**src/rtl/alu_pkg.sv**
```systemverilog
`default_nettype none
// ---------------------------------------------------------------------------
// alu_pkg : ALU operation encoding shared by the control decoder and exec unit
// Rev 1.0
// ---------------------------------------------------------------------------
package alu_pkg;

  localparam int ALU_OP_W = 4;

  typedef enum logic [ALU_OP_W-1:0] {
    ADD   = 4'd0,
    SUB   = 4'd1,
    SLL   = 4'd2,
    SLT   = 4'd3,
    SLTU  = 4'd4,
    XOR   = 4'd5,
    SRL   = 4'd6,
    SRA   = 4'd7,
    OR    = 4'd8,
    AND   = 4'd9,
    LUI   = 4'd10,
    AUIPC = 4'd11
  } alu_op_t;

  typedef enum logic [1:0] {
    ST_IDLE  = 2'd0,
    ST_SHIFT = 2'd1,
    ST_DONE  = 2'd2
  } exec_state_t;

  function automatic logic is_shift_op(input logic [ALU_OP_W-1:0] op);
    return (op == SLL) || (op == SRL) || (op == SRA);
  endfunction

endpackage
`default_nettype wire

```
**src/rtl/alu_exec_unit_if.sv**
```systemverilog
`default_nettype none
// ---------------------------------------------------------------------------
// alu_exec_unit_if : operand-in / result-out handshake bundle of the exec ALU
// Rev 1.0
// ---------------------------------------------------------------------------
interface alu_exec_unit_if #(
  parameter int WIDTH = 32
);
  logic             in_valid;
  logic             in_ready;
  logic [3:0]       alu_op;
  logic [WIDTH-1:0] op_a;
  logic [WIDTH-1:0] op_b;
  logic             out_valid;
  logic             out_ready;
  logic [WIDTH-1:0] result;
  logic             zero;

  modport master (
    output in_valid, alu_op, op_a, op_b, out_ready,
    input  in_ready, out_valid, result, zero
  );

  modport slave (
    input  in_valid, alu_op, op_a, op_b, out_ready,
    output in_ready, out_valid, result, zero
  );
endinterface
`default_nettype wire

```
**src/rtl/alu_shift_unit.sv**
```systemverilog
`default_nettype none
// ---------------------------------------------------------------------------
// alu_shift_unit : serial one-bit-per-cycle shifter with down-counter
// Rev 1.0
// ---------------------------------------------------------------------------
module alu_shift_unit #(
  parameter int WIDTH   = 32,
  parameter int SHAMT_W = $clog2(WIDTH)
) (
  input  wire logic               clk,
  input  wire logic               rst,
  input  wire logic               start,
  input  wire logic               left,
  input  wire logic               arith,
  input  wire logic [WIDTH-1:0]   data_in,
  input  wire logic [SHAMT_W-1:0] shamt,
  output logic                    done,
  output logic [WIDTH-1:0]        data_next
);

  logic [WIDTH-1:0]   r_data;
  logic [SHAMT_W-1:0] r_count;
  logic               r_left;
  logic               r_fill;

  // data_next is the value after the shift happening on the coming edge, so
  // the owner can register the final value in the same edge the count hits 0.
  always_comb begin
    data_next = r_left ? {r_data[WIDTH-2:0], 1'b0} : {r_fill, r_data[WIDTH-1:1]};
    done      = (r_count == SHAMT_W'(1));
  end

  always_ff @(posedge clk) begin
    if (rst) begin
      r_data  <= '0;
      r_count <= '0;
      r_left  <= 1'b0;
      r_fill  <= 1'b0;
    end else if (start) begin
      r_data  <= data_in;
      r_count <= shamt;
      r_left  <= left;
      r_fill  <= arith & data_in[WIDTH-1];
    end else if (r_count != '0) begin
      r_data  <= data_next;
      r_count <= r_count - SHAMT_W'(1);
    end
  end

endmodule
`default_nettype wire

```
**src/rtl/alu_exec_unit.sv**
```systemverilog
`default_nettype none
// ---------------------------------------------------------------------------
// alu_exec_unit : execute-stage ALU, single-cycle ops plus serial shifts
// Rev 1.0
// ---------------------------------------------------------------------------
module alu_exec_unit
  import alu_pkg::*;
#(
  parameter int WIDTH   = 32,
  parameter int SHAMT_W = $clog2(WIDTH)
) (
  input  wire logic      clk,
  input  wire logic      rst,
  alu_exec_unit_if.slave bus
);

  exec_state_t        r_state;
  exec_state_t        w_state_next;
  alu_op_t            w_op;
  logic [SHAMT_W-1:0] w_shamt;
  logic               w_is_shift;
  logic               w_accept;
  logic               w_shift_start;
  logic               w_shift_done;
  logic [WIDTH-1:0]   w_shift_next;
  logic [WIDTH-1:0]   w_single;
  logic [WIDTH-1:0]   r_result;
  logic               r_zero;

  always_comb begin
    w_op          = alu_op_t'(bus.alu_op);
    w_shamt       = bus.op_b[SHAMT_W-1:0];
    w_is_shift    = is_shift_op(bus.alu_op);
    w_accept      = bus.in_valid && bus.in_ready;
    w_shift_start = w_accept && w_is_shift && (w_shamt != '0);
  end

  // State register
  always_ff @(posedge clk) begin
    if (rst) r_state <= ST_IDLE;
    else     r_state <= w_state_next;
  end

  // Next-state logic
  always_comb begin
    w_state_next = r_state;
    case (r_state)
      ST_IDLE, ST_DONE: begin
        if (w_accept)
          w_state_next = w_shift_start ? ST_SHIFT : ST_DONE;
        else if (r_state == ST_DONE && bus.out_ready)
          w_state_next = ST_IDLE;
      end
      ST_SHIFT: if (w_shift_done) w_state_next = ST_DONE;
      default:  w_state_next = ST_IDLE;
    endcase
  end

  // Outputs
  always_comb begin
    bus.in_ready  = (r_state == ST_IDLE) || (r_state == ST_DONE && bus.out_ready);
    bus.out_valid = (r_state == ST_DONE);
    bus.result    = r_result;
    bus.zero      = r_zero;
  end

  // Shift ops with shamt 0 fall through here and return op_a.
  always_comb begin
    w_single = '0;
    case (w_op)
      ADD, AUIPC:    w_single = bus.op_a + bus.op_b;
      SUB:           w_single = bus.op_a - bus.op_b;
      SLT:           w_single = {{(WIDTH-1){1'b0}}, $signed(bus.op_a) < $signed(bus.op_b)};
      SLTU:          w_single = {{(WIDTH-1){1'b0}}, bus.op_a < bus.op_b};
      XOR:           w_single = bus.op_a ^ bus.op_b;
      OR:            w_single = bus.op_a | bus.op_b;
      AND:           w_single = bus.op_a & bus.op_b;
      LUI:           w_single = bus.op_b;
      SLL, SRL, SRA: w_single = bus.op_a;
      default:       w_single = '0;
    endcase
  end

  alu_shift_unit #(
    .WIDTH   (WIDTH),
    .SHAMT_W (SHAMT_W)
  ) u_shift (
    .clk       (clk),
    .rst       (rst),
    .start     (w_shift_start),
    .left      (w_op == SLL),
    .arith     (w_op == SRA),
    .data_in   (bus.op_a),
    .shamt     (w_shamt),
    .done      (w_shift_done),
    .data_next (w_shift_next)
  );

  always_ff @(posedge clk) begin
    if (rst) begin
      r_result <= '0;
      r_zero   <= 1'b0;
    end else if (w_accept && !w_shift_start) begin
      r_result <= w_single;
      r_zero   <= (w_single == '0);
    end else if (r_state == ST_SHIFT && w_shift_done) begin
      r_result <= w_shift_next;
      r_zero   <= (w_shift_next == '0);
    end
  end

endmodule
`default_nettype wire

```
**src/flat_wrapper.sv**
```systemverilog
// flat-port wrapper written by rule: the top's interface ports become plain ports
module alu_exec_unit_flat import alu_pkg::*;
#(
  parameter int WIDTH   = 32,
  parameter int SHAMT_W = $clog2(WIDTH)
)
  (clk, rst, bus_in_valid, bus_alu_op, bus_op_a, bus_op_b, bus_out_ready, bus_in_ready, bus_out_valid, bus_result, bus_zero);
  alu_exec_unit_if #(.WIDTH(WIDTH)) bus_i ();
  input  wire logic clk;
  input  wire logic rst;
  input wire logic [$bits(bus_i.in_valid)-1:0] bus_in_valid;
  input wire logic [$bits(bus_i.alu_op)-1:0] bus_alu_op;
  input wire logic [$bits(bus_i.op_a)-1:0] bus_op_a;
  input wire logic [$bits(bus_i.op_b)-1:0] bus_op_b;
  input wire logic [$bits(bus_i.out_ready)-1:0] bus_out_ready;
  output wire logic [$bits(bus_i.in_ready)-1:0] bus_in_ready;
  output wire logic [$bits(bus_i.out_valid)-1:0] bus_out_valid;
  output wire logic [$bits(bus_i.result)-1:0] bus_result;
  output wire logic [$bits(bus_i.zero)-1:0] bus_zero;
  assign bus_i.in_valid = bus_in_valid;
  assign bus_i.alu_op = bus_alu_op;
  assign bus_i.op_a = bus_op_a;
  assign bus_i.op_b = bus_op_b;
  assign bus_i.out_ready = bus_out_ready;
  assign bus_in_ready = bus_i.in_ready;
  assign bus_out_valid = bus_i.out_valid;
  assign bus_result = bus_i.result;
  assign bus_zero = bus_i.zero;
  alu_exec_unit #(.WIDTH(WIDTH), .SHAMT_W(SHAMT_W)) u_core (.clk(clk), .rst(rst), .bus(bus_i));
endmodule
```
**config.mk**
```make
export PLATFORM = sky130hd
export DESIGN_NAME = alu_exec_unit_flat
export DESIGN_NICKNAME = d
export VERILOG_FILES = /design/src/rtl/alu_pkg.sv /design/src/rtl/alu_exec_unit_if.sv /design/src/rtl/alu_shift_unit.sv /design/src/rtl/alu_exec_unit.sv /design/src/flat_wrapper.sv
export SDC_FILE = /design/constraint.sdc
export NUM_CORES = 1
export LEC_CHECK = 0
export BUFFER_PORTS_ARGS = -buffer_cell sky130_fd_sc_hd__buf_2
export CAP_MARGIN = 20
export CORE_MARGIN = 1.5
export CORE_UTILIZATION = 24
export CTS_BUF_LIST = sky130_fd_sc_hd__clkbuf_8
export DETAILED_ROUTE_END_ITERATION = 6
export PLACE_DENSITY = 0.51
export SLEW_MARGIN = 40
export SYNTH_ARGS = -nofsm -noshare
export SYNTH_HDL_FRONTEND = slang
export SYNTH_SLANG_ARGS = --single-unit
```
**constraint.sdc**
```tcl
create_clock -name clk -period 8.8 [get_ports clk]
set_clock_uncertainty 0.15 [all_clocks]
set_input_delay 1.32 -clock clk [delete_from_list [all_inputs] [get_ports clk]]
set_output_delay 1.32 -clock clk [all_outputs]
set_load 0.01 [all_outputs]
```
### After elaboration in Yosys (flattened, before gate mapping)

Cells that the tools add are included.

| operators by class | value |
|---|---|
| $mul | 0 |
| eq/ne operators | 16 |
| div/mod/pow operators | 0 |
| shift-type cells | 0 |
| muxes and demuxes | 15 |
| magnitude comparators | 2 |
| add/sub/neg operators | 3 |
| reduce and logical (&&, ||, !) cells | 22 |
| bitwise operators | 4 |

Operators by type and width:

| operator | number |
|---|---|
| $pmux W32 S9 | 1 |
| $mux W32 | 5 |
| $logic_not A32 Y1 | 2 |
| $lt A32 B32 Y1 | 2 |
| $add A32 B32 Y32 | 1 |
| $and A32 B32 Y32 | 1 |
| $or A32 B32 Y32 | 1 |
| $sub A32 B32 Y32 | 1 |
| $xor A32 B32 Y32 | 1 |
| $eq A4 B3 Y1 const B | 4 |
| $eq A4 B4 Y1 const B | 4 |
| $mux W5 | 2 |
| $reduce_bool A5 Y1 | 2 |
| $eq A4 B2 Y1 const B | 2 |
| $mux W2 | 4 |
| $logic_and A1 B1 Y1 | 6 |
| $eq A5 B1 Y1 const B | 1 |
| $sub A5 B1 Y5 const B | 1 |
| $eq A4 B1 Y1 const B | 1 |
| $logic_not A4 Y1 | 1 |
| $pmux W2 S2 | 1 |
| $reduce_bool A2 Y1 | 2 |
| $reduce_or A2 Y1 | 2 |
| $logic_or A1 B1 Y1 | 3 |
| 10 further kinds | 11 |

| word-level totals | value |
|---|---|
| memory bits (writable) | 0 |
| bits in registers | 74 |
| latch bits | 0 |
| word-level logic and storage cells | 69 |
| memory bits (read-only) | 0 |
| memories kept | 0 |
| input bits | 72 |

### Longest topological paths before layout

Gate-level depths: netlist of run 1.

| depth | value |
|---|---|
| word-level depth | 9 |
| gate-level depth with buffers | 15 |
| mapped depth without buffers | 15 |

### Cells and area by module

Synthesis of run 1 repeated with hierarchy kept, for this count alone.

| second synthesis, totals | value |
|---|---|
| cell total of the unflattened synthesis | 1,428 |
| area total of the unflattened synthesis | 10,426.2 sq um |

By module, submodules not included:

| module | instances | area each (sq um) | seq. area each (sq um) | cells each |
|---|---|---|---|---|
| alu_exec_unit | 1 | 8,100.3 | 700.7 | 1,163 |
| alu_shift_unit | 1 | 2,326.0 | 780.7 | 265 |

### Least setup slack after synthesis of run 1

No wires, ideal clock.

| timing path | value |
|---|---|
| kind | input -> register |
| start | input bus_op_a[0] |
| end | register u_core.r_zero, in the netlist u_core.bus.zero |
| path buffers | 0 |
| arrival time | 4.723 ns |
| setup slack | 3.870 ns |
| setup time | 0.057 ns |
| stages | 15 |
| path through | inv_1 ha_1 inv_1 fa_1 nor2_1 xor2_1 a222oi_1 o211ai_1 or4_1 or4_1 nor3_1 nand4_1 or4_1 nor4b_2 a21o_1 |

| on the way | value |
|---|---|
| longest elaborated chain between the ends | 4 |
| elaborated cells on any way between the ends | 10 |
| those cells by class | add/sub: 2; order compare: 2; mux: 2; bitwise: 3; reduce/logical: 1 |

Ends and longest elaborated chain:

| item | RTL line | source |
|---|---|---|
| start: declaration | flat_wrapper.sv:13 | `input wire logic [$bits(bus_i.op_a)-1:0] bus_op_a;` |
| $sub A32 B32 Y32 (tied with other cells) | alu_exec_unit.sv:72 | `SUB: w_single = bus.op_a - bus.op_b;` |
| $pmux W32 S9 (*) | alu_exec_unit.sv:70 | `case (w_op)` |
| $logic_not A32 Y1 (*) | alu_exec_unit.sv:105 | `r_zero <= (w_single == '0);` |
| $mux W1 (*) | alu_exec_unit.sv:103 | `end else if (w_accept && !w_shift_start) begin` |
| end signal: assignment | alu_exec_unit.sv:105 |  |
| end signal: assignment | alu_exec_unit.sv:108 | `r_zero <= (w_shift_next == '0);` |
| end: declaration | alu_exec_unit.sv:28 | `logic r_zero;` |

Every way passes the cells marked *; elsewhere a longest branch is shown, timed or not.
A chain may end at the register's enable or synchronous reset.

### Worst setup path in the final report of run 1

| timing path | value |
|---|---|
| start | input bus_alu_op[0] |
| end | register u_core.r_zero, in the netlist u_core.bus.zero |

| on the way | value |
|---|---|
| longest elaborated chain between the ends | 8 |
| elaborated cells on any way between the ends | 24 |
| those cells by class | eq/ne: 11; mux: 2; reduce/logical: 11 |

Ends and longest elaborated chain:

| item | RTL line | source |
|---|---|---|
| start: declaration | flat_wrapper.sv:12 | `input wire logic [$bits(bus_i.alu_op)-1:0] bus_alu_op;` |
| branches (longest 8 deep; another with $pmux W32 S9) | -- |  |

Several ways; the timed one is not identified.

==> results of run 1 <==
-- stage by stage --
step                      hold slack [ns]  setup WS (ns)
final                               0.309           3.44
after global routing                0.334           3.22
after CTS                           0.314           3.51
after global placement              0.296           2.96
after detailed placement            0.303           3.13
after floorplan                     0.281           3.87
-- flip-flops by register name, summed over array words and instances (netlist names) --
| signal | flops |
|---|---|
| u_core.u_shift.r_fill | 1 |
| u_core.u_shift.r_count | 5 |
| u_core.u_shift.r_left | 1 |
| u_core.bus.zero | 1 |
| u_core.bus.result | 32 |
| u_core.u_shift.r_data | 32 |
| u_core.r_state | 2 |
-- cell usage in the layout (no fill, tap or decap), drive strengths merged, types with 17 or more instances in the layout --
cell type  count
inv          106
o21ai         70
nor3          31
nor2b         18
nor2         184
nand2b        19
o211ai        17
a21oi        154
ha            99
dfxtp         74
nand2         87
mux2i         39
a211oi        62
buf          123
nand3         24
nand4         21
-- layout make-up --
cell class,instances,area share
Multi-Input combinational cell,1111,0.681
Tap cell,525,0.0600
Timing Repair Buffer,123,0.0638
Clock inverter,6,0.0104
Sequential cell,74,0.136
Clock buffer,10,0.0126
Inverter,106,0.0364
-- where the power goes --
part	switching [mW]	total (mW)	internal, mW	leakage (nW)
registers	0.0587	0.463	0.404	0.610
clock network	0.139	0.335	0.196	0.119
logic	0.600	0.937	0.338	3.77
-- worst max-delay path, cell delays in order --
cell                       delay (ns)
sky130_fd_sc_hd__buf_2           0.51
sky130_fd_sc_hd__nor4_2          0.17
sky130_fd_sc_hd__a31oi_4         0.53
sky130_fd_sc_hd__buf_16          0.22
sky130_fd_sc_hd__o221a_2         0.19
sky130_fd_sc_hd__o211ai_1        0.11
sky130_fd_sc_hd__or4_1           0.53
sky130_fd_sc_hd__or4_1           0.53
sky130_fd_sc_hd__nor3_1          0.20
sky130_fd_sc_hd__nand4_1         0.19
sky130_fd_sc_hd__or4_1           0.57
sky130_fd_sc_hd__nor4b_2         0.29
sky130_fd_sc_hd__a21o_1          0.14
-- kinds of logic after synthesis --
logic type      Yosys count
mux                      40
simple gates            453
xor+xnor                 12
flops                    74
compound gates          505
fa+ha+maj               101
buf+inv                 199
-- metal layers --
| layer | track usage | share of wire |
|---|---|---|
| met5 | 0 | 0 |
| met4 | 0.0906 | 0.048 |
| met3 | 0.0263 | 0.065 |
| met2 | 0.309 | 0.43 |
| met1 | 0.279 | 0.45 |
-- worst max path at each step --
stage                             start         endpoint
after floorplan             bus_op_a[0]  u_core.bus.zero
after CTS                 bus_alu_op[0]  u_core.bus.zero
final                     bus_alu_op[0]  u_core.bus.zero
after global placement    bus_alu_op[0]  u_core.bus.zero
after detailed placement  bus_alu_op[0]  u_core.bus.zero
after global routing        bus_op_a[0]  u_core.bus.zero
==> flow_summary_export.csv, run 1 <==
group,metric,value,unit
global_routing,wire_length_of_the_first_global_routing_pass,64500,um
clock_network,tritoncts,"done",
logic_synthesis,synth.most_common_cell,"sky130_fd_sc_hd__nor2_1",
logic_synthesis,synth_top_cell_area_share,0.153,
placement,dp_hpwl,33600,um
sta,relSlewSlack,0.407,
power_and_ir_drop,power_density,159,mW/mm^2
sta,rsz0062_at_grt,"false",
setup_path,crit_path_start_kind,"input pin",
power_and_ir_drop,post-layout-total-power,1.74,mW
worst_hold_path,worst_hold_class,"register to register",
drt,drt-wirelength-per-cell,21.8,um
finish,diodes,0,
logic_synthesis,count_of_flip_flops_with_a_built_in_enable_after_synthesis,0,
clock_network,cts_hold_repair.buffers,0,
global_routing,grt_use_total,0.201,
logic_synthesis,synthesized_area_fraction_occupied_by_xor_and_xnor_cells,0.0108,
drt,drt_pass1_iterations,6,
sta,finalCriticalPeriod,5.36,ns
logic_synthesis,ys.flop_type,"sky130_fd_sc_hd__dfxtp_1",
clock_network,clock_tree.htree_level_count,3,
logic_synthesis,synth-compound-area-share,0.359,
logic_synthesis,sequential_to_total_area_share_from_yosys_stat,0.153,
sta,finalSetupViolations,0,
logic_synthesis,yosys_synthesis_warning_count,0,
finish,fin_cells,1955,
logic_synthesis,mux_cell_area_share_after_synthesis,0.0414,
setup_path,timing.setup.critical_path_class,"input pin to register",
sta,fmax,0.187,GHz
setup_path,worst-r2r-cell-count,11,
worst_hold_path,min-delay-start,"u_core.u_shift.r_fill",
sta,tightest_slew,0.889,ns
finish,finalInstanceArea,0.0109,mm^2
logic_synthesis,syn_area,0.00969,mm^2
setup_path,critical_path_required,8.96,ns
setup_path,crit_fanout,31,
clock_network,clk_latency,0.37,ns
logic_synthesis,post_synth_fa_ha_maj_area_fraction,0.132,
setup_path,r2r_start,"u_core.r_state[1]",
clock_network,post_cts_buffers,0,
floorplan,die_height,204,um
placement,post-place-cells,1938,
placement,gpl.final_weighted_congestion,0.978,
logic_synthesis,postSynth.asyncResetShare,0,
global_routing,vias_in_the_first_global_route,10494,
finish,fill_cells,4502,
clock_network,clock_path_buffers,2,
logic_synthesis,synth.net_count,1557,
clock_network,clock-root-buffer,"sky130_fd_sc_hd__clkbuf_8",
drt,first_iter_violations,1185,
sta,drv_slew,0,
placement,dpl_cell_area,0.0107,mm^2
clock_network,tritoncts.num_buffers,9,
global_routing,grt_start_max_net_pins,76,
drt,vias_after_detailed_routing,11118,
setup_path,critical_path.reg2reg.endpoint,"u_core.bus.zero",
setup_path,timing.critical_path.to_type,"register",
power_and_ir_drop,worst_ir_drop_vdd,117,uV
drt,drc,0,
finish,area_growth_syn_to_layout,12.9,%
clock_network,clkSinkCount,74,
logic_synthesis,synth_area_leaders,"sky130_fd_sc_hd__dfxtp_1 15%, sky130_fd_sc_hd__ha_1 13%, sky130_fd_sc_hd__a21oi_1 7.9%",
power_and_ir_drop,leakage,4.50,nW
floorplan,start_util,0.243,
logic_synthesis,yosysUniqueCellTypes,85,
setup_path,timing.reg2reg.setup_slack,4.71,ns
floorplan,fp.dieArea,0.0416,mm^2
logic_synthesis,synth_seq_cells,74,
logic_synthesis,synth.cells.most_frequent,"184 x sky130_fd_sc_hd__nor2_1, 153 x sky130_fd_sc_hd__a21oi_1, 106 x sky130_fd_sc_hd__inv_1",
floorplan,floorplan.rows,73,
logic_synthesis,synth_simple_gate_area_share,0.223,
placement,port-buffer-count,106,
global_routing,grt_overflow_total,0,
run,max_cap_violations,0,
worst_hold_path,whs_endpoint,"u_core.u_shift.r_fill",
finish,final-seq-area,0.00149,mm^2
drt,wl,42700,um
logic_synthesis,post_synth_inst_count,1384,
finish,final_layout_size_suffix_gt1_frac,0.127,
drt,drt.antenna.violating_nets,0,
sta,final.setup.tns,0,ns
logic_synthesis,syn-mean-instance-area,7.00,um^2
worst_hold_path,worst_hold_path.num_cells,2,
finish,area_taken_by_multi_input_logic_gates,0.00745,mm^2
global_routing,grt_antenna_before_repair,0,
floorplan,floorplan.die.width,204,um
finish,finalNetCount,1598,
drt,number_of_vias_per_cell,5.69,
finish,final_core_utilization,0.275,
logic_synthesis,synth_top_cell_by_area,"sky130_fd_sc_hd__dfxtp_1",
clock_network,clock_pin_transition_on_the_worst_setup_and_hold_timing_paths,0.08,ns
run_status,run_status,"finished clean",
floorplan,fp.coreArea,0.0398,mm^2
floorplan,io_pins,107,
clock_network,cts_repair_resize_count,0,
setup_path,worstPathArrival,5.52,ns
logic_synthesis,synth_top_family_by_area,"compound AO/OA/AOI/OAI gates",
sta,timing.final.hold_violations,0,
sta,post-route-period-util,0.609,
No activity file was read; power rests on OpenSTA's default activity.
==> inputs of run 2 (changes only) <==
- clock period: 8.8 -> 5 ns (I/O delays scaled with it)
==> run 2 against run 1 <==
  * Combinational power is 81% higher
  * Power increased by 79%
  * Sequential share of layout area down 0.50 points
  * Sequential power is 76% higher
==> flow_summary_export.csv, run 2 (synthesis gave the netlist of run 1 again) <==
group,metric,value,unit
sta,rsz0062_at_grt,"false",
floorplan,fp.coreArea,0.0398,mm^2
setup_path,worst-r2r-cell-count,11,
global_routing,wire_length_of_the_first_global_routing_pass,66800,um
global_routing,grt_use_total,0.210,
placement,port-buffer-count,106,
drt,vias_after_detailed_routing,11404,
finish,layout_common_cells,"184 x sky130_fd_sc_hd__nor2_1, 153 x sky130_fd_sc_hd__a21oi_1, 107 x sky130_fd_sc_hd__inv_1, 106 x sky130_fd_sc_hd__buf_2, 99 x sky130_fd_sc_hd__ha_1",
finish,final_core_utilization,0.285,
run_status,run_status,"finished clean",
power_and_ir_drop,post-layout-total-power,3.11,mW
setup_path,crit_path_start_kind,"input pin",
setup_path,r2r_start,"u_core.r_state[1]",
setup_path,timing.reg2reg.setup_slack,1.26,ns
sta,finalCriticalPeriod,4.63,ns
sta,post-route-period-util,0.926,
global_routing,grt_overflow_total,0,
setup_path,critPathMostFrequentCell,"sky130_fd_sc_hd__or4_1",
finish,fill_cells,4496,
placement,dpl_cell_area,0.0111,mm^2
setup_path,max_stage_delay,0.57,ns
sta,tightest_slew,0.876,ns
setup_path,path_cells,"buf_2, ha_1, fa_1, a21o_1, a21oi_1, o221a_2, o21ai_0, or4_1, or4_1, nor3_1, nand4_1, or4_1, nor4b_2, a21o_1",
global_routing,vias_in_the_first_global_route,10650,
run,max_cap_violations,0,
clock_network,cts_repair_resize_count,0,
clock_network,clk_latency,0.37,ns
floorplan,floorplan.die.width,204,um
clock_network,clock_pin_transition_on_the_worst_setup_and_hold_timing_paths,0.09,ns
power_and_ir_drop,p_int,1.70,mW
finish,final_layout_size_suffix_gt1_frac,0.159,
sta,relSlewSlack,0.414,
finish,diodes,0,
power_and_ir_drop,leakage,4.77,nW
power_and_ir_drop,power.switching_fraction,0.453,
clock_network,tritoncts,"done",
floorplan,floorplan.rows,73,
drt,drc,0,
global_routing,grt_start_max_net_pins,75,
worst_hold_path,worst_hold_path.num_cells,2,
setup_path,timing.setup.critical_path_class,"input pin to register",
power_and_ir_drop,power_density,274,mW/mm^2
drt,drt.antenna.violating_nets,0,
drt,number_of_vias_per_cell,5.67,
finish,area_growth_syn_to_layout,17.2,%
power_and_ir_drop,pwr-share-seq,0.261,
finish,layout_commonest_cell,"sky130_fd_sc_hd__nor2_1",
clock_network,clock-root-buffer,"sky130_fd_sc_hd__clkbuf_8",
setup_path,critical_path_required,5.16,ns
sta,drv_slew,0,
power_and_ir_drop,comb_power_share,0.546,
sta,finalSetupViolations,0,
finish,finalInstanceArea,0.0114,mm^2
setup_path,critical_path.reg2reg.endpoint,"u_core.bus.zero",
drt,drt-wirelength-per-cell,22.3,um
worst_hold_path,whs_endpoint,"u_core.u_shift.r_fill",
drt,drt_pass1_iterations,6,
sta,timing.final.hold_violations,0,
setup_path,worstPathArrival,4.79,ns
clock_network,tritoncts.num_buffers,9,
power_and_ir_drop,worst_ir_drop_vdd,339,uV
clock_network,clock_tree.htree_level_count,3,
setup_path,crit_fanout,6,
power_and_ir_drop,share_clk_of_total_power,0.193,
clock_network,clkSinkCount,74,
placement,dp_hpwl,35400,um
floorplan,io_pins,107,
clock_network,cts_hold_repair.buffers,0,
drt,first_iter_violations,1177,
setup_path,critPathSlowestCell,"sky130_fd_sc_hd__or4_1",
worst_hold_path,min-delay-start,"u_core.u_shift.r_fill",
clock_network,post_cts_buffers,0,
sta,final.setup.tns,0,ns
setup_path,timing.critical_path.to_type,"register",
floorplan,fp.dieArea,0.0416,mm^2
floorplan,start_util,0.243,
floorplan,die_height,204,um
clock_network,clock_path_buffers,2,
drt,wl,44900,um
finish,finalNetCount,1655,
worst_hold_path,worst_hold_class,"register to register",
placement,gpl.final_weighted_congestion,0.971,
sta,fmax,0.216,GHz
global_routing,grt_antenna_before_repair,0,
power_and_ir_drop,power_switching,1.41,mW
run 2: through the flow:
step                hold slack [ns]  setup WS (ns)  cells
floorplan                     0.281          0.640   1384
global placement              0.294         0.0568   1996
detailed placement            0.303         0.0580   1996
CTS                           0.318          0.427   2012
global route                  0.355          0.274   2012
finish                        0.316          0.371   2012
run 2: layer usage:
| layer | global-route usage | wire [um] | vias up |
|---|---|---|---|
| met5 | 0 | 0 | - |
| li1 | - | - | 5317 |
| met3 | 0.0282 | 2980 | 70 |
| met1 | 0.287 | 20100 | 5515 |
| met4 | 0.0819 | 1910 | 0 |
| met2 | 0.333 | 19900 | 502 |
run 2: layout make-up:
| class | instances | area, um^2 | share of cell area |
|---|---|---|---|
| clock buffer | 11 | 151 | 0.0133 |
| sequential | 74 | 1490 | 0.131 |
| multi-input combinational | 1111 | 7450 | 0.656 |
| clock inverter | 5 | 101 | 0.00893 |
| tap | 525 | 657 | 0.0579 |
| timing repair buffer | 180 | 1110 | 0.0982 |
| inverter | 106 | 398 | 0.0350 |
run 2: worst max path at each step:
stage	endpoint	slack, ns	startpoint	cells after the start
6_report	u_core.bus.zero	0.37	bus_op_b[0]	14
2_1_floorplan	u_core.bus.zero	0.64	bus_op_a[0]	15
3_3_place_gp	u_core.bus.zero	0.06	bus_op_b[0]	15
4_1_cts	u_core.bus.zero	0.43	bus_op_b[0]	15
5_1_grt	u_core.bus.zero	0.27	bus_op_b[0]	15
3_5_place_dp	u_core.bus.zero	0.06	bus_op_b[0]	15
run 2: power by group through the flow:
stage	combinational [mW]	sequential (mW)	clock [mW]
after global placement	1.65	0.822	0
after detailed placement	1.67	0.822	0
after floorplan	1.15	0.800	0
after CTS	1.67	0.810	0.611
final	1.70	0.813	0.602
after global routing	1.89	0.825	0.641
run 2: critical path: cells and delay by family:
family,cells,cell delay [ns]
adders and majority gates,2,0.71
buffers and inverters,1,0.17
AOI/OAI and AO/OA,5,0.87
and+or+nand+nor,6,2.29
==> inputs of run 3 (changes only) <==
- CTS_BUF_LIST: sky130_fd_sc_hd__clkbuf_8 -> unset
==> run 3 against run 2 <==
  * Critical path depth grew 1
  * Via count is essentially flat
  * First-iteration DRC count grew 7.6%
  * Combinational power is essentially flat
  * Sequential cell count is the same
  * Cell area grew 0.89%
  * Register-to-register slack lost 0.03 ns
  * Clock power grew 30%
  * Setup slack lost 0.019 ns
  * Largest power group unchanged
==> flow_summary_export.csv, run 3 (synthesis gave the netlist of run 1 again) <==
group,metric,value,unit
clock_network,clock-root-buffer,"sky130_fd_sc_hd__clkbuf_16",
floorplan,die_height,204,um
finish,fill_cells,4483,
finish,finalInstanceArea,0.0115,mm^2
global_routing,grt_antenna_before_repair,0,
drt,first_iter_violations,1266,
setup_path,worst-r2r-cell-count,11,
placement,gpl.final_weighted_congestion,0.971,
finish,final-seq-area,0.00149,mm^2
setup_path,r2r_start,"u_core.r_state[1]",
drt,vias_after_detailed_routing,11407,
drt,number_of_vias_per_cell,5.67,
drt,drt.antenna.violating_nets,0,
placement,dp_hpwl,35400,um
floorplan,start_util,0.243,
finish,finalNetCount,1655,
power_and_ir_drop,comb_power_share,0.516,
run_status,run_status,"finished clean",
worst_hold_path,worst_hold_path.num_cells,2,
sta,relSlewSlack,0.424,
sta,post-route-period-util,0.930,
sta,finalSetupViolations,0,
clock_network,clock_path_buffers,2,
power_and_ir_drop,post-layout-total-power,3.30,mW
floorplan,floorplan.die.width,204,um
power_and_ir_drop,worst_ir_drop_vdd,345,uV
sta,drv_slew,0,
sta,rsz0062_at_grt,"false",
setup_path,timing.setup.critical_path_class,"input pin to register",
drt,drt-wirelength-per-cell,22.3,um
floorplan,io_pins,107,
setup_path,critical_path_required,5.14,ns
sta,final.setup.tns,0,ns
finish,area_taken_by_multi_input_logic_gates,0.00745,mm^2
sta,whs,0.313,ns
placement,dpl_cell_area,0.0111,mm^2
drt,drc,0,
sta,setup_ws,0.352,ns
clock_network,cts_repair_resize_count,0,
placement,port-buffer-count,106,
finish,layout_common_cells,"184 x sky130_fd_sc_hd__nor2_1, 153 x sky130_fd_sc_hd__a21oi_1, 106 x sky130_fd_sc_hd__inv_1, 106 x sky130_fd_sc_hd__buf_2, 99 x sky130_fd_sc_hd__ha_1",
clock_network,clock_pin_transition_on_the_worst_setup_and_hold_timing_paths,0.06,ns
finish,layout_commonest_cell,"sky130_fd_sc_hd__nor2_1",
setup_path,crit_fanout,6,
placement,detailedPlace.worstSlack,0.0580,ns
global_routing,vias_in_the_first_global_route,10665,
global_routing,grt_overflow_total,0,
power_and_ir_drop,power.switching_fraction,0.436,
power_and_ir_drop,share_clk_of_total_power,0.237,
finish,diodes,0,
floorplan,fp.dieArea,0.0416,mm^2
setup_path,critical_path.reg2reg.endpoint,"u_core.bus.zero",
worst_hold_path,whs_endpoint,"u_core.u_shift.r_fill",
power_and_ir_drop,pwr-share-seq,0.247,
power_and_ir_drop,power_density,288,mW/mm^2
floorplan,fp.coreArea,0.0398,mm^2
drt,drt_pass1_iterations,6,
run,max_cap_violations,0,
drt,wl,44900,um
sta,tightest_slew,0.861,ns
floorplan,floorplan.rows,73,
setup_path,timing.critical_path.to_type,"register",
sta,finalCriticalPeriod,4.65,ns
global_routing,wire_length_of_the_first_global_routing_pass,66700,um
global_routing,grt_use_total,0.211,
sta,fmax,0.215,GHz
worst_hold_path,worst_hold_class,"register to register",
clock_network,tritoncts,"done",
clock_network,clkSinkCount,74,
setup_path,worstPathArrival,4.79,ns
power_and_ir_drop,power_switching,1.44,mW
setup_path,timing.reg2reg.setup_slack,1.23,ns
setup_path,crit_path_start_kind,"input pin",
clock_network,clk_latency,0.35,ns
power_and_ir_drop,p_int,1.86,mW
clock_network,post_cts_buffers,0,
power_and_ir_drop,leakage,4.81,nW
worst_hold_path,min-delay-start,"u_core.u_shift.r_fill",
finish,area_growth_syn_to_layout,18.2,%
clock_network,clock_tree.htree_level_count,3,
global_routing,grt_start_max_net_pins,75,
sta,timing.final.hold_violations,0,
clock_network,tritoncts.num_buffers,9,
clock_network,cts_hold_repair.buffers,0,
finish,final_layout_size_suffix_gt1_frac,0.159,
## run 3: cell types whose count changed in the layout (fill, tap and decap cells not counted)
cell,change
sky130_fd_sc_hd__clkbuf_16,+9
sky130_fd_sc_hd__inv_1,-1
sky130_fd_sc_hd__clkbuf_8,-9
sky130_fd_sc_hd__clkbuf_1,+1
## run 3: layout make-up
| class | instances | share of cell area |
|---|---|---|
| multi-input cells | 1111 | 0.650 |
| flip-flops and latches | 74 | 0.130 |
| repair buffers | 180 | 0.0973 |
| well taps | 525 | 0.0573 |
| inverters | 106 | 0.0347 |
| clock buffers | 12 | 0.0224 |
| clock inverters | 4 | 0.00852 |
## run 3: power by group through the flow
stage          Combinational (mW)  Clock [mW]  Sequential [mW]
6_report                     1.70       0.781            0.814
5_1_grt                      1.89       0.821            0.826
4_1_cts                      1.68       0.791            0.811
3_3_place_gp                 1.65           0            0.822
2_1_floorplan                1.15           0            0.800
3_5_place_dp                 1.67           0            0.822
## run 3: how the worst max path moves through the flow
stage,from,slack [ns],depth (start not counted),end
6_report,bus_op_b[0],0.35,15,u_core.bus.zero
2_1_floorplan,bus_op_a[0],0.64,15,u_core.bus.zero
4_1_cts,bus_op_b[0],0.40,15,u_core.bus.zero
3_3_place_gp,bus_op_b[0],0.06,15,u_core.bus.zero
5_1_grt,bus_op_b[0],0.25,15,u_core.bus.zero
3_5_place_dp,bus_op_b[0],0.06,15,u_core.bus.zero
## run 3: critical path, cell delays in order
cell,delay (ns)
sky130_fd_sc_hd__buf_2,0.20
sky130_fd_sc_hd__ha_1,0.20
sky130_fd_sc_hd__inv_1,0.05
sky130_fd_sc_hd__fa_1,0.40
sky130_fd_sc_hd__nor2_1,0.14
sky130_fd_sc_hd__xor2_1,0.08
sky130_fd_sc_hd__a222oi_1,0.31
sky130_fd_sc_hd__o211ai_1,0.19
sky130_fd_sc_hd__or4_1,0.53
sky130_fd_sc_hd__or4_1,0.55
sky130_fd_sc_hd__nor3_1,0.19
sky130_fd_sc_hd__nand4_1,0.20
sky130_fd_sc_hd__or4_1,0.57
sky130_fd_sc_hd__nor4b_2,0.29
sky130_fd_sc_hd__a21o_1,0.13
## run 3: per-stage QoR
step / util / cells
CTS: 0.288 / 2012
detailed placement: 0.279 / 1996
global route: 0.288 / 2012
floorplan: - / 1384
finish: 0.288 / 2012
global placement: 0.279 / 1996
## run 3: layer usage
metal  global-route usage  up-vias  routed length, um
met5                    0        -                  0
met4               0.0914        0               2110
met3               0.0336       83               3240
met2                0.330      529              19900
met1                0.284     5469              19700
li1                     -     5326                  -
